===== config.mk =====
export PLATFORM = sky130hd
export DESIGN_NAME = std_skid_buffer
export DESIGN_NICKNAME = d
export VERILOG_FILES = /design/src/rtl/std_skid_buffer.sv
export SDC_FILE = /design/constraint.sdc
export NUM_CORES = 1
export LEC_CHECK = 0
export ABC_CLOCK_PERIOD_IN_PS = 2300
export CORE_MARGIN = 5
export CORE_UTILIZATION = 44
export CTS_CLUSTER_DIAMETER = 30
export DETAILED_ROUTE_END_ITERATION = 10
export GPL_ROUTABILITY_DRIVEN = 0
export PLACE_DENSITY = 0.85
export RECOVER_POWER = 100
export SLEW_MARGIN = 20
export SYNTH_ARGS = -nofsm -noshare
export SYNTH_HDL_FRONTEND = slang
export SYNTH_SLANG_ARGS = --single-unit

===== constraint.sdc =====
create_clock -name clk -period 2.3 [get_ports clk]
set_input_delay 0.69 -clock clk [delete_from_list [all_inputs] [get_ports clk]]
set_output_delay 0.69 -clock clk [all_outputs]
set_load 0.02 [all_outputs]

===== src/rtl/std_skid_buffer.sv =====
// Two-entry valid/ready skid buffer: main register plus a skid register, with registered s_ready/m_valid.
// One cycle of latency and full throughput; under back-pressure it holds two entries, then deasserts s_ready.
module std_skid_buffer #(
  parameter int                    DATA_WIDTH       = 32,
  parameter logic [DATA_WIDTH-1:0] DATA_RESET_VALUE = '0
) (
  input  logic                  clk,
  input  logic                  areset,
  input  logic                  flush,
  input  logic                  s_valid,
  output logic                  s_ready,
  input  logic [DATA_WIDTH-1:0] s_data,
  output logic                  m_valid,
  input  logic                  m_ready,
  output logic [DATA_WIDTH-1:0] m_data
);

  typedef enum logic [1:0] {
    EMPTY = 2'd0,
    BUSY  = 2'd1,
    FULL  = 2'd2
  } state_t;

  state_t                state;
  state_t                state_nxt;
  logic                  main_load;
  logic                  main_sel_skid;
  logic                  skid_load;
  logic [DATA_WIDTH-1:0] main_q;
  logic [DATA_WIDTH-1:0] skid_q;

  always_ff @(posedge clk or posedge areset) begin
    if (areset) begin
      state <= EMPTY;
    end else begin
      state <= state_nxt;
    end
  end

  always_comb begin
    state_nxt     = state;
    main_load     = 1'b0;
    main_sel_skid = 1'b0;
    skid_load     = 1'b0;
    if (flush) begin
      state_nxt = EMPTY;
    end else begin
      case (state)
        EMPTY: begin
          if (s_valid) begin
            state_nxt = BUSY;
            main_load = 1'b1;
          end
        end
        BUSY: begin
          if (s_valid && m_ready) begin
            main_load = 1'b1;
          end else if (s_valid) begin
            state_nxt = FULL;
            skid_load = 1'b1;
          end else if (m_ready) begin
            state_nxt = EMPTY;
          end
        end
        FULL: begin
          // s_ready is low here, so the only move is draining skid into main.
          if (m_ready) begin
            state_nxt     = BUSY;
            main_load     = 1'b1;
            main_sel_skid = 1'b1;
          end
        end
        default: state_nxt = EMPTY;
      endcase
    end
  end

  always_ff @(posedge clk or posedge areset) begin
    if (areset) begin
      main_q <= DATA_RESET_VALUE;
      skid_q <= DATA_RESET_VALUE;
    end else begin
      if (main_load) begin
        main_q <= main_sel_skid ? skid_q : s_data;
      end
      if (skid_load) begin
        skid_q <= s_data;
      end
    end
  end

  assign m_valid = (state != EMPTY);
  assign s_ready = (state != FULL);
  assign m_data  = main_q;

endmodule

# Word-level counts from Yosys, hierarchy flattened
# Cells that the tools add are included.
# W data, S select, Z words.
# op_classes
n_eq_ne	7
mux	18
reduce_logical	4
# op_table
operator	count
$mux W32	1
$mux W2	6
$mux W1	9
$ne A3 B3 Y1 const B	3
$pmux W2 S3	1
$ne A4 B4 Y1 const B	1
$reduce_and A4 Y1	1
$pmux W1 S3	1
$eq A2 B1 Y1 const B	1
$eq A2 B2 Y1 const B	1
$logic_not A2 Y1	1
$ne A2 B2 Y1 const B	1
$reduce_bool A2 Y1	1
$logic_and A1 B1 Y1	1
# word_totals
register_bits	66
output_inout_bits	34

# Longest topological paths before layout
# Gate-level depths: netlist (run 1).
# logic_depth
word_depth	5
ltp_mapped	5

# Worst setup path after synthesis (run 1)
# OpenSTA, ideal clock, no wires.
# synth_timing
kind	input to register
start	input s_valid
end	register main_q[0], in the netlist m_data[0]
setup_time_ns	0.125
arrival_ns	1.745
required_ns	2.175
slack_ns	0.430
cell_stages	5
path_buffers	1
cell_sequence	nor2b_1 -> nand2_1 -> a21oi_2 -> buf_2 -> mux2_2
# synth_via
elab_chain_len	4
elab_cells_between_ends	5
classes_between	mux (4); reduce/logical (1)
# synth_lines
item	line_no	rtl
start: declaration	10	input logic s_valid,
$logic_and A1 B1 Y1	56	if (s_valid && m_ready) begin
$mux W1	56	
$pmux W1 S3 *	48	case (state)
$mux W1 *	45	if (flush) begin
end signal: assignment	84	main_q <= main_sel_skid ? skid_q : s_data;
end: declaration	29	logic [DATA_WIDTH-1:0] main_q;
# Mark *: on every way between the ends. The rest lies on a longest branch, timed or not.
# A chain may end at the register's enable or synchronous reset.

# Worst setup path in the final report (run 1)
# layout_timing
start	input m_ready
end	register main_q[15], in the netlist m_data[15]
# layout_via
elab_chain_len	4
elab_cells_between_ends	8
classes_between	mux (7); reduce/logical (1)
# layout_lines
item	line_no	rtl
start: declaration	14	input logic m_ready,
$logic_and A1 B1 Y1 / $mux W1 (equally long branches)	56, 67	
$mux W1, on equally long branches	56, 48	
$pmux W1 S3 / $mux W1 (equally long branches)	48, 45	
$mux W1 / $mux W32 (equally long branches)	45, 84	
# Parallel ways exist; a longest one is shown, timed or not.

==> results of run 1 <==
-- worst max-delay path, cell delays in order --
cell and delay [ns]:
dlygate4sd3_1 0.59, nor3b_4 0.31, buf_12 0.21, mux2_2 0.35, mux2_2 0.27
-- path summary, 6_finish.rpt --
path / slack, ns / depth (start not counted) / to / from
worst min-delay path: 0.50 / 1 / m_data[3] / m_data[3]
min in group asynchronous: 1.15 / 3 / skid_q[25] / areset
max in group asynchronous: 0.56 / 3 / skid_q[13] / areset
worst max register to register: 0.37 / 5 / m_data[15] / state[0]
worst min register to register: 0.50 / 1 / m_data[3] / m_data[3]
worst max-delay path: 0.08 / 5 / m_data[15] / m_ready
-- flip-flops by register name, indices dropped and copies added, names as in the netlist --
name / flops
skid_q: 32
m_data: 32
state: 2
-- power breakdown --
part / leakage (nW) / switching [mW] / internal [mW]
Combinational: 0.761 / 0.345 / 0.463
Clock: 0.134 / 0.441 / 0.859
Sequential: 0.795 / 0.140 / 1.44
-- cells in the final DEF, fill, tap and decap left out, drive strengths merged --
master	synthesis	routed
nor2	1	1
a21oi	2	2
bufinv	0	4
clkbuf	0	16
dlygate4sd2	0	1
o22a	1	1
a211oi	1	1
nand2	3	3
clkdlybuf4s50	0	34
mux2	96	96
or2	1	1
dlygate4sd3	0	34
o21a	1	1
clkinvlp	0	1
nor2b	1	1
clkinv	0	1
nand3b	1	1
nand2b	2	2
buf	9	7
nor3b	2	2
dfrtp	66	66
-- layer usage --
metal  share of wire, %  vias to the layer above  GRT usage (%)
met2                 49                       48          24.71
li1                   -                      851              -
met5                  0                        -              0
met3                5.2                        5          5.207
met4                1.2                        0          6.030
met1                 45                      902          20.68
-- repair_timing --
action                                  CTS  global route
resized for setup                         1             1
endpoints found under the setup margin    1             1
hold endpoints to repair                  0             0
-- metrics by stage --
| step | instance area [µm²] | cells | TNS [ns] | hold slack, ns |
|---|---|---|---|---|
| 2_1_floorplan | 2930 | 188 | 0 | 0.4749 |
| 3_3_place_gp | 3815 | 337 | -7.738 | 0.4833 |
| 3_5_place_dp | 3815 | 337 | -8.396 | 0.4896 |
| 4_1_cts | 4080 | 353 | 0 | 0.5084 |
| 5_1_grt | 4059 | 353 | 0 | 0.5173 |
| 6_report | 4059 | 353 | 0 | 0.5029 |
-- cell type report --
| class | instances | area (µm²) |
|---|---|---|
| fill | 505 | 2364 |
| sequential | 66 | 1652 |
| multi-input combinational | 112 | 1214 |
| timing repair buffer | 81 | 823.3 |
| clock buffer | 11 | 141.4 |
| clock inverter | 5 | 125.1 |
| tap | 77 | 96.34 |
| inverter | 1 | 7.507 |
-- kinds of logic after synthesis --
| kind of cell | count (synthesis) | share of synthesized area (%) |
|---|---|---|
| DFF | 66 | 56.43 |
| buffers and inverters | 10 | 2.565 |
| muxes | 96 | 36.94 |
| AOI/OAI and AO/OA | 5 | 1.283 |
| and+or+nand+nor | 11 | 2.779 |
==> impl_metrics.py, run 1 <==
metrics = {
    "power": {
        "leakage_nw": 1.689,
        "peakVddDrop_v": 0.0005999,
        "total_power_mw": 3.688,
        "p_per_area_nw_per_um2": 908.5,
    },
    "clock_tree": {
        "clk_pin_slew_ns": 0.07,
        "root_buffer": "clkbuf_8",
        "cts_sinks": 66,
        "hold_buffers": 0,
        "cts_tree": "built",
        "h-tree-depth": 3,
        "post_cts_buffers": 0,
        "clockBufferDepth": 2,
        "clock_latency_ns": 0.33,
        "cts_inserted_buffers": 9,
    },
    "sta": {
        "slew_violations": 0,
        "slew-limit-headroom_pct": 40.42,
        "setup_viol": 0,
        "hold_viol": 0,
        "rsz0062_at_grt": "false",
        "fin_crit_sh_pct": 96.48,
        "worst_pin_slew_ns": 0.8938,
        "fin_ws_ns": 0.08085,
        "fmax_mhz": 450.6,
        "finClkSkew_ns": 0.007166,
        "fin_crit_ns": 2.219,
    },
    "run_status": {
        "status": "finished clean",
    },
    "yosys": {
        "ys_seq_area_share_pct": 56.43,
        "synth.most_common_cell": "mux2_2",
        "synth.top_cell.area_share_pct": 56.43,
        "synth_edf_count": 0,
        "synthCells": 188,
        "synthTopCellsByCount": "mux2_2, dfrtp_1, mux2_1",
        "syn_nets": 225,
        "post-synth-top-area-cell": "dfrtp_1",
        "ys_warn_count": 0,
        "ys_types": 21,
        "synth-seq-cells": 66,
        "syn_avg_cell_area_um2": 15.57,
        "netlist_area_um2": 2927,
        "synth_area_leaders": "dfrtp_1, mux2_2, mux2_1",
        "synthFlopType": "dfrtp_1",
        "ys_async_sr_fraction_pct": 100.0,
    },
    "routing": {
        "via_per_inst": 5.116,
        "drtPass1Iterations": 3,
        "drc": 0,
        "drt_wl_total_um": 6063,
        "wl_per_cell_um": 17.18,
        "drtIter0Drc": 21,
        "vias": 1806,
        "ant_nets": 0,
    },
    "global_routing": {
        "track_usage_pct": 15.90,
        "grt_max_degree": 67,
        "grt_pass1_wl_um": 10380,
        "gr-total-overflow": 0,
        "antenna_found_initial": 0,
        "grt_pass1_vias": 2022,
    },
    "finish": {
        "final_util_pct": 63.20,
        "syn_to_final_growth_pct": 38.69,
        "finalNetCount": 308,
        "drive_gt1_share_pct": 44.57,
        "diodes": 0,
    },
    "worst_setup_path": {
        "worstSetupEndpointType": "flip-flop",
        "arrival_ns": 2.43,
        "worst-setup-path-type": "in -> reg",
        "crit_fanout": 19,
        "startpoint_type": "primary input",
        "crit_required_ns": 2.51,
    },
    "worst_hold_path": {
        "hp-class": "reg -> reg",
    },
    "place": {
        "port_buffers": 70,
        "hpwl_um": 4244,
        "place_ws_ns": -0.1865,
    },
    "floorplan": {
        "ios": 71,
        "rows": 29,
        "die-area_um2": 8382,
        "start_util_pct": 45.57,
        "die_w_um": 91.56,
        "die_h_um": 91.56,
        "coreArea_um2": 6422,
    },
    "run": {
        "cap_violations": 0,
    },
}
(Power assumes the default switching activity.)
==> inputs of run 2 (changes only) <==
- HOLD_SLACK_MARGIN: unset -> 0.15
==> results of run 2 <==
No change in the layout: final DEF, timing and power equal those of run 1.
